$ cat src/rtl/skinny_sbox_sched_pkg.sv
// Shared types, constants and nibble helpers for the serial masked SKINNY-64
// S-box scheduler.
package skinny_sbox_sched_pkg;

  typedef enum logic [1:0] {
    S_IDLE,
    S_WAIT_RND,
    S_RUN,
    S_DONE
  } sched_state_t;

  localparam int NIB_W    = 4;
  localparam int STATE_W  = 64;
  localparam int SBOX_LAT = 11;
  localparam int RND_W    = 65;

  // Nibble slice of one share; idx 0 is bits [3:0].
  function automatic logic [3:0] nib_get(input logic [STATE_W-1:0] word,
                                         input logic [NIB_W-1:0]   idx);
    return word[{idx, 2'b00} +: 4];
  endfunction

  function automatic logic [STATE_W-1:0] nib_put(input logic [STATE_W-1:0] word,
                                                 input logic [NIB_W-1:0]   idx,
                                                 input logic [3:0]         val);
    logic [STATE_W-1:0] res;
    res = word;
    res[{idx, 2'b00} +: 4] = val;
    return res;
  endfunction

endpackage

$ cat src/rtl/sched_share_buf.sv
// Per-share 64-bit work buffer with a nibble read mux and a nibble write port;
// every share lane is handled independently and never mixed with another.
module sched_share_buf
  import skinny_sbox_sched_pkg::*;
#(
  parameter int SHARES = 3
) (
  input  logic                        clk,
  input  logic                        rst,
  input  logic                        load_i,
  input  logic [SHARES*STATE_W-1:0]   load_data_i,
  input  logic                        wr_en_i,
  input  logic [NIB_W-1:0]            nib_i,
  input  logic [SHARES*4-1:0]         wr_nib_i,
  output logic [SHARES*4-1:0]         rd_nib_o,
  output logic [SHARES*STATE_W-1:0]   merged_o
);

  logic [SHARES*STATE_W-1:0] workBuf_q;
  logic [SHARES*STATE_W-1:0] workBuf_d;
  logic [SHARES*STATE_W-1:0] wrMerged;

  // merged_o is the buffer as it will look after the pending nibble write,
  // so the final state can be published in the same edge as the last capture.
  always_comb begin
    rd_nib_o = '0;
    wrMerged = '0;
    for (int k = 0; k < SHARES; k++) begin
      rd_nib_o[4*k +: 4] = nib_get(workBuf_q[STATE_W*k +: STATE_W], nib_i);
      wrMerged[STATE_W*k +: STATE_W] =
        nib_put(workBuf_q[STATE_W*k +: STATE_W], nib_i, wr_nib_i[4*k +: 4]);
    end
  end

  always_comb begin
    workBuf_d = workBuf_q;
    if (load_i) begin
      workBuf_d = load_data_i;
    end else if (wr_en_i) begin
      workBuf_d = wrMerged;
    end
  end

  always_ff @(posedge clk or posedge rst) begin
    if (rst) begin
      workBuf_q <= '0;
    end else begin
      workBuf_q <= workBuf_d;
    end
  end

  assign merged_o = wrMerged;

endmodule

$ cat src/rtl/skinny_sbox_sched_d2.sv
// Serial scheduler feeding one shared, clock-gated 2nd-order HPC1 SKINNY-64
// S-box with every nibble of a 3-share state, one PRNG word per lookup.
module skinny_sbox_sched_d2
  import skinny_sbox_sched_pkg::*;
#(
  parameter int SHARES  = 3,
  parameter int NIBBLES = 16,
  parameter int RND_W   = 65,
  parameter int TIMEOUT = 15
) (
  input  logic                        clk,
  input  logic                        rst,
  input  logic                        start_i,
  input  logic [SHARES*STATE_W-1:0]   state_i,
  output logic                        busy_o,
  output logic                        done_o,
  output logic                        err_o,
  output logic [SHARES*STATE_W-1:0]   state_o,
  input  logic                        rnd_valid_i,
  input  logic [RND_W-1:0]            rnd_i,
  output logic                        rnd_ready_o,
  output logic [SHARES*4-1:0]         sb_si_o,
  output logic [RND_W-1:0]            sb_fresh_o,
  output logic                        sb_rst_o,
  input  logic                        sb_synch_i,
  input  logic [SHARES*4-1:0]         sb_so_i
);

  sched_state_t              state_q;
  logic [NIB_W-1:0]          nib_q;
  logic [3:0]                cnt_q;
  logic                      busy_q;
  logic                      done_q;
  logic                      err_q;
  logic                      ready_q;
  logic                      sbRst_q;
  logic [RND_W-1:0]          fresh_q;
  logic [SHARES*STATE_W-1:0] stateOut_q;
  logic [SHARES*STATE_W-1:0] merged;
  logic                      captureEn;
  logic                      loadEn;

  // Synch during the reset cycle (cnt 0) belongs to the previous lookup.
  assign captureEn = (state_q == S_RUN) && sb_synch_i && (cnt_q != 4'd0);
  assign loadEn    = (state_q == S_IDLE) && start_i;

  sched_share_buf #(
    .SHARES (SHARES)
  ) u_buf (
    .clk         (clk),
    .rst         (rst),
    .load_i      (loadEn),
    .load_data_i (state_i),
    .wr_en_i     (captureEn),
    .nib_i       (nib_q),
    .wr_nib_i    (sb_so_i),
    .rd_nib_o    (sb_si_o),
    .merged_o    (merged)
  );

  // sbRst_q resets high so the S-box controller is held while rst is asserted;
  // afterwards it is only raised for the first RUN cycle of each lookup.
  always_ff @(posedge clk or posedge rst) begin
    if (rst) begin
      state_q    <= S_IDLE;
      nib_q      <= '0;
      cnt_q      <= '0;
      busy_q     <= 1'b0;
      done_q     <= 1'b0;
      err_q      <= 1'b0;
      ready_q    <= 1'b0;
      sbRst_q    <= 1'b1;
      fresh_q    <= '0;
      stateOut_q <= '0;
    end else begin
      done_q  <= 1'b0;
      sbRst_q <= 1'b0;
      unique case (state_q)
        S_IDLE: begin
          if (start_i) begin
            nib_q   <= '0;
            err_q   <= 1'b0;
            busy_q  <= 1'b1;
            ready_q <= 1'b1;
            state_q <= S_WAIT_RND;
          end
        end
        S_WAIT_RND: begin
          if (rnd_valid_i) begin
            fresh_q <= rnd_i;
            cnt_q   <= '0;
            sbRst_q <= 1'b1;
            ready_q <= 1'b0;
            state_q <= S_RUN;
          end
        end
        S_RUN: begin
          if (cnt_q != 4'hF) begin
            cnt_q <= cnt_q + 4'd1;
          end
          if (captureEn) begin
            if (nib_q == NIB_W'(NIBBLES - 1)) begin
              stateOut_q <= merged;
              done_q     <= 1'b1;
              state_q    <= S_DONE;
            end else begin
              nib_q   <= nib_q + 4'd1;
              ready_q <= 1'b1;
              state_q <= S_WAIT_RND;
            end
          end else if (cnt_q == 4'(TIMEOUT - 1)) begin
            err_q   <= 1'b1;
            busy_q  <= 1'b0;
            state_q <= S_IDLE;
          end
        end
        S_DONE: begin
          busy_q  <= 1'b0;
          state_q <= S_IDLE;
        end
        default: begin
          busy_q  <= 1'b0;
          ready_q <= 1'b0;
          state_q <= S_IDLE;
        end
      endcase
    end
  end

  assign busy_o      = busy_q;
  assign done_o      = done_q;
  assign err_o       = err_q;
  assign state_o     = stateOut_q;
  assign rnd_ready_o = ready_q;
  assign sb_fresh_o  = fresh_q;
  assign sb_rst_o    = sbRst_q;

endmodule

$ cat config.mk
export PLATFORM = sky130hd
export DESIGN_NAME = skinny_sbox_sched_d2
export DESIGN_NICKNAME = d
export VERILOG_FILES = /design/src/rtl/skinny_sbox_sched_pkg.sv /design/src/rtl/sched_share_buf.sv /design/src/rtl/skinny_sbox_sched_d2.sv
export SDC_FILE = /design/constraint.sdc
export NUM_CORES = 1
export LEC_CHECK = 0
export ABC_AREA = 1
export CORE_MARGIN = 5
export CORE_UTILIZATION = 57
export CTS_BUF_LIST = sky130_fd_sc_hd__clkbuf_8
export DETAILED_ROUTE_END_ITERATION = 8
export PLACE_DENSITY = 0.93
export SETUP_SLACK_MARGIN = 0.4
export SLEW_MARGIN = 0
export SYNTH_ARGS = -nofsm -noshare
export SYNTH_HDL_FRONTEND = slang
export SYNTH_SLANG_ARGS = --single-unit
$ cat constraint.sdc
create_clock -name clk -period 57.8 [get_ports clk]
set_input_delay 17.34 -clock clk [delete_from_list [all_inputs] [get_ports clk]]
set_output_delay 17.34 -clock clk [all_outputs]
set_load 0.01 [all_outputs]
# --- Word-level counts from Yosys, hierarchy flattened ---
# Index checks and enable logic that the tools add are counted.
word_totals:
  wordCells: 88
  ff_bits: 464
  inputBits: 274
  output_inout_bits: 274
classes:
  n_reduce_logical: 18
  n_eq_ne: 14
  add_sub_neg: 3
  n_shift: 7
  muxes: 35
ops:
  columns: ["cell", "count"]
  rows:
  - ["two-way mux 192 bit", 2]
  - ["bitwise mux 64 bit", 3]
  - ["indexed part select 4 x 8 -> 64 bit", 3]
  - ["indexed part select 64 x 7 -> 4 bit", 3]
  - ["variable shift 4 x 8 -> 64 bit, first input constant", 1]
  - ["two-way mux 4 bit", 5]
  - ["one-hot mux 4 bit (2 select lines)", 2]
  - ["two-way mux 1 bit", 14]
  - ["AND reduction 4 bit", 3]
  - ["two-way mux 2 bit", 5]
  - ["!= test 2 bit, second input constant", 5]
  - ["AND reduction 3 bit", 3]
  - ["adder 4 x 1 -> 4 bit, second input constant", 2]
  - ["equality test 4 bit, second input constant", 2]
  - ["negator 6 -> 8 bit", 1]
  - ["one-hot mux 2 bit (4 select lines)", 1]
  - ["one-hot mux 1 bit (3 select lines)", 2]
  - ["nonzero test 2 bit", 3]
  - ["nonzero test 3 bit", 2]
  - ["AND reduction 5 bit", 1]
  - ["equality test 2 bit, second input constant", 2]
  - ["!= test 2 x 1 -> 1 bit, second input constant", 2]
  - ["!= test 4 bit, second input constant", 1]
  - ["nonzero test 4 bit", 1]
  - ["other kinds (6)", 8]

# --- Logic depth before layout (Yosys ltp) ---
logic_depth:
  word_depth: 5
  mapped_depth: 16
  mapped_depth_nobuf: 12

# --- By module ---
# From an unflattened synthesis, not the netlist that was laid out.
unflattened:
  hier_cells: 3330
  hier_area_um2: 24792.5
modules_own_cells:
  columns: ["module", "area_each_um2", "n_inst", "cells_per_inst", "seq_area_each_um2"]
  rows:
  - ["sched_share_buf", 14343.8, 1, 2139, 4804.6]
  - ["skinny_sbox_sched_d2", 10448.8, 1, 1191, 6807.8]

# --- Worst setup path before layout ---
# OpenSTA, ideal clock, no wires.
synth_path:
  path_type: "reg2out"
  from: "register nib_q[0]"
  to: "output sb_si_o[2]"
  required_ps: 40460
  slack_ps: 38886
  path_buffers: 3
  stages_incl_launch_ff: 10
  arrival_time_ps: 1574
  path_cell_list: "dfrtp_1 > buf_2 > inv_2 > clkbuf_1 > clkbuf_1 > a21oi_1 > o21ai_0 > nand3_1 > nand4_1 > nand2_1"
synth_between:
  elab_chain_cells: 1
synth_lines:
  columns: ["element", "line_no", "text"]
  rows:
  - ["start: declaration", "skinny_sbox_sched_d2.sv:30", "logic [NIB_W-1:0] nib_q;"]
  - ["start signal: assignment", "skinny_sbox_sched_d2.sv:107", "nib_q <= nib_q + 4'd1;"]
  - ["indexed part select 64 x 7 -> 4 bit", "skinny_sbox_sched_pkg.sv:20", "return word[{idx, 2'b00} +: 4];"]
  - ["end: declaration", "skinny_sbox_sched_d2.sv:22", "output logic [SHARES*4-1:0] sb_si_o,"]
# No other way between the ends.

# --- Worst setup path after layout ---
layout_path:
  from: "register nib_q[1]"
  to: "output sb_si_o[7]"
# The elaborated chain is that of the path after synthesis.

==> metrics.md <==
| Metric | Value |
|---|---|
| Number of input and output port buffers inserted | `547` |
| Clock skew after layout | `36.8 ps` |
| Final-report setup violation count | `0` |
| Fin. max-slew vios | `0` |
| Most common library cell in the layout ignoring fill and taps | `sky130_fd_sc_hd__nand2_1` |
| Count of distinct cell types in the synthesized netlist | `31` |
| Area enclosed by the die boundary | `47,800 sq um` |
| Placer Congestion | `1.01` |
| Worst path arrival time | `around 4100 ps` |
| Clock transition at the registers of the reported paths | `about 60 ps` |
| Post-CTS Setup Inserts | `0` |
| TritonCTS buffer count | `79` |
| Initial antenna violation count | `8` |
| Drc violations | `0` |
| Starting Density | `0.575` |
| Max-slew headroom | `0.0808` |
| Area of the core | `43,100 sq um` |
| Highest-count cells in the layout ignoring fill and taps | `sky130_fd_sc_hd__nand2_1 (1,106), sky130_fd_sc_hd__nand3_1 (748), sky130_fd_sc_hd__clkdlybuf4s50_1 (546), sky130_fd_sc_hd__dfrtp_1 (462), sky130_fd_sc_hd__inv_1 (423)` |
| Vias per cell | `6.05` |
| Residual overflow from global routing | `0` |
| Post-cts hold buffer count | `0` |
| Syn nets | `3,714` |
| Final worst-path cycle share | `0.370` |
| Number of sinks driven by the clock tree | `roughly 460` |
| Register bit count reported by yosys | `~460` |
| Wire length after detailed routing | `102 mm` |
| Critical Path Start Type | `flip-flop` |
| Largest driver fanout on the critical path | `38` |
| Global-route wire length before repair | `153 mm` |
| Cell Chain, Critical Path | `buf_4 > nand2_1 > a21oi_1 > o21ai_0 > nand4_1 > nand2_1 > clkdlybuf4s50_1` |
| Top Ports | `around 550` |
| Number of H-tree levels | `3` |
| Critical Path RT | `40,460 ps` |
| Iteration-0 DRC Markers | `just under 5,000` |
| Post-route ant nets | `0` |
| Upper clock frequency limit | `0.0467 GHz` |
| Number of instances in the synthesized netlist | `3,433` |
| Number of nets at the end of the flow | `4,134` |
| Largest net degree at the start of global routing | `127` |
| Leak | `16.1 nW` |
| Outcome | `finished, final reports clean` |
| Final-report hold violation count | `0` |
| Placed Cells | `4,357` |
| Proportion of layout cells with a drive suffix above 1 | `0.0460` |
| Vias in the first global route | `between 20,000 and 30,000` |
| Die Ht | `219 um` |
| Type of element capturing the critical path | `primary output` |
| Drt wl/cell | `22.7 um` |
| Class of the tightest hold or removal check | `reg -> reg` |
| Buffers from clock root to sink, at most | `3` |
| Pwr Density | `42.5 nW/um^2` |
| Largest incremental delay on the critical path | `950 ps` |
| Slew of the pin with the lowest slew margin | `1380 ps` |
| Cell with the largest stage delay on the worst path | `sky130_fd_sc_hd__nand2_1` |
| Post-cts sizing count | `0` |
| Setup Total Neg Slack | `0 ps` |
| Dpl hpwl | `just over 70 mm` |
| Post-Synthesis Mean Instance Area | `about 7.2 sq um` |
| Layout filler cell count | `around 3,100` |
| Most numerous cell on the critical path | `sky130_fd_sc_hd__nand2_1` |
| Worst setup path category | `reg -> out` |
| Cell chosen for the clock root | `sky130_fd_sc_hd__clkbuf_8` |
| Non-filler instance count after layout | `4,506` |
| Total of max-cap violations | `0` |
| Die X | `219 um` |
| Warnings from Yosys | `0` |
| Insertion delay of the later-clocked pin in the worst-skew pair | `~660 ps` |
| Buffers and inverters on the worst path | `2` |
| Post-synthesis instance area | `24,800 sq um` |
| Area grow syn2layout | `28.3%` |
| Fraction of the yosys area taken by sequential cells | `0.468` |
| GRT Util Overall | `0.413` |
| Highest ir drop seen on vdd | `33.0 uV` |
| Clock tree from TritonCTS | `done` |
| Fraction of the core area covered by cells at the end of the flow | `0.738` |
| Worst path top cell family by delay | `simple AND/OR/NAND/NOR gates` |
| Drt pass-1 iters | `7` |
| Total number of vias | `27,300` |
| Post-route minimum period | `21,400 ps` |
| RSZ-0062 raised after global routing | `false` |
| Row Count | `76` |
==> layout make-up <==
cell class	instances	area, sq um	area share
Sequential cell	464	11600	0.365
Multi-Input combinational cell	2330	10600	0.334
Timing Repair Buffer	570	5650	0.178
Inverter	408	1550	0.0486
Clock buffer	102	1400	0.0441
Tap cell	585	732	0.0230
Clock inverter	40	218	0.00685
Antenna cell	7	17.5	0.000551
==> power breakdown <==
| group | leakage, nW | internal [mW] | switching, mW |
|---|---|---|---|
| sequential | 6.06 | 0.416 | 0.0560 |
| combinational | 9.13 | 0.186 | 0.385 |
| clock | 0.937 | 0.163 | 0.144 |
==> worst reg2reg max path, delay by kind of cell, from the launching register on <==
family	cells	cell delay (ps)
and+or+nand+nor	6	2420
buffers and inverters	2	990
DFF	1	1130
adders and majority gates	1	540
==> sequential cells by signal (all words and copies together), names as in the netlist <==
signal,count
state_q,2
u_buf.workBuf_q,192
err_o,1
rnd_ready_o,1
state_o,192
done_o,1
sb_rst_o,1
cnt_q,4
busy_o,1
nib_q,4
sb_fresh_o,65
==> routing by layer <==
| layer | up-vias | GRT usage | part of all wire |
|---|---|---|---|
| li1 | 11900 | - | - |
| met1 | 12600 | 0.531 | 0.35 |
| met2 | 2326 | 0.604 | 0.43 |
| met3 | 478 | 0.158 | 0.16 |
| met4 | 6 | 0.228 | 0.069 |
| met5 | - | 0 | 0.00045 |
==> logic make-up (layout without fill, tap and decap cells) <==
kind of cell / count (synthesis) / in the layout / synth area share
simple gates: 1929 / 1929 / 0.338
buf+inv: 639 / 1120 / 0.104
flops: 464 / 464 / 0.468
compound gates: 393 / 393 / 0.0857
fa+ha+maj: 7 / 7 / 0.00353
other cells: 0 / 7 / 0
xor+xnor: 1 / 1 / 0.000353
==> cell usage after synthesis (all sizes together) <==
master  instances  area share
or2             1     0.00025
a211oi          1     0.00030
o211ai         50       0.015
nor3            2     0.00040
ha              7      0.0035
a21oi          69       0.014
nand2        1115        0.17
dfrtp         463        0.47
dfstp           1      0.0011
nand4          22      0.0056
clkbuf        101       0.015
inv           408       0.062
xor2            1     0.00035
buf           130       0.027
o21bai         12      0.0036
nand3         750        0.15
nor2           39      0.0092
o21ai         261       0.053
==> path summary, 6_finish.rpt <==
| check | startpoint | to | slack (ps) | depth (start not counted) |
|---|---|---|---|---|
| worst max-delay path | nib_q[1]$_DFFE_PP0P_ | sb_si_o[7] | 36400 | 7 |
| worst min-delay path | state_o[168]$_DFFE_PP0P_ | state_o[168]$_DFFE_PP0P_ | 480 | 2 |
| worst max register to register | nib_q[0]$_DFFE_PP0P_ | state_o[147]$_DFFE_PP0P_ | 52650 | 9 |
| worst min register to register | state_o[168]$_DFFE_PP0P_ | state_o[168]$_DFFE_PP0P_ | 480 | 2 |
| max in group asynchronous | rst | state_o[181]$_DFFE_PP0P_ | 37190 | 5 |
| min in group asynchronous | rst | u_buf.workBuf_q[84]$_DFFE_PP0P_ | 17250 | 2 |
==> stage by stage <==
| stage | power (mW) | instance area, sq um | hold WS (ps) | setup WS [ps] |
|---|---|---|---|---|
| final | 1.35 | 31800 | 478 | 36400 |
| after global routing | 1.42 | 31800 | 495 | 36360 |
| after CTS | 1.33 | 31800 | 482 | 36590 |
| after detailed placement | 1.02 | 30200 | 465 | 36330 |
| after global placement | 0.998 | 30200 | 461 | 36390 |
| after floorplan | 0.813 | 24800 | 465 | 27520 |
Power figures use the tool's default switching activity.
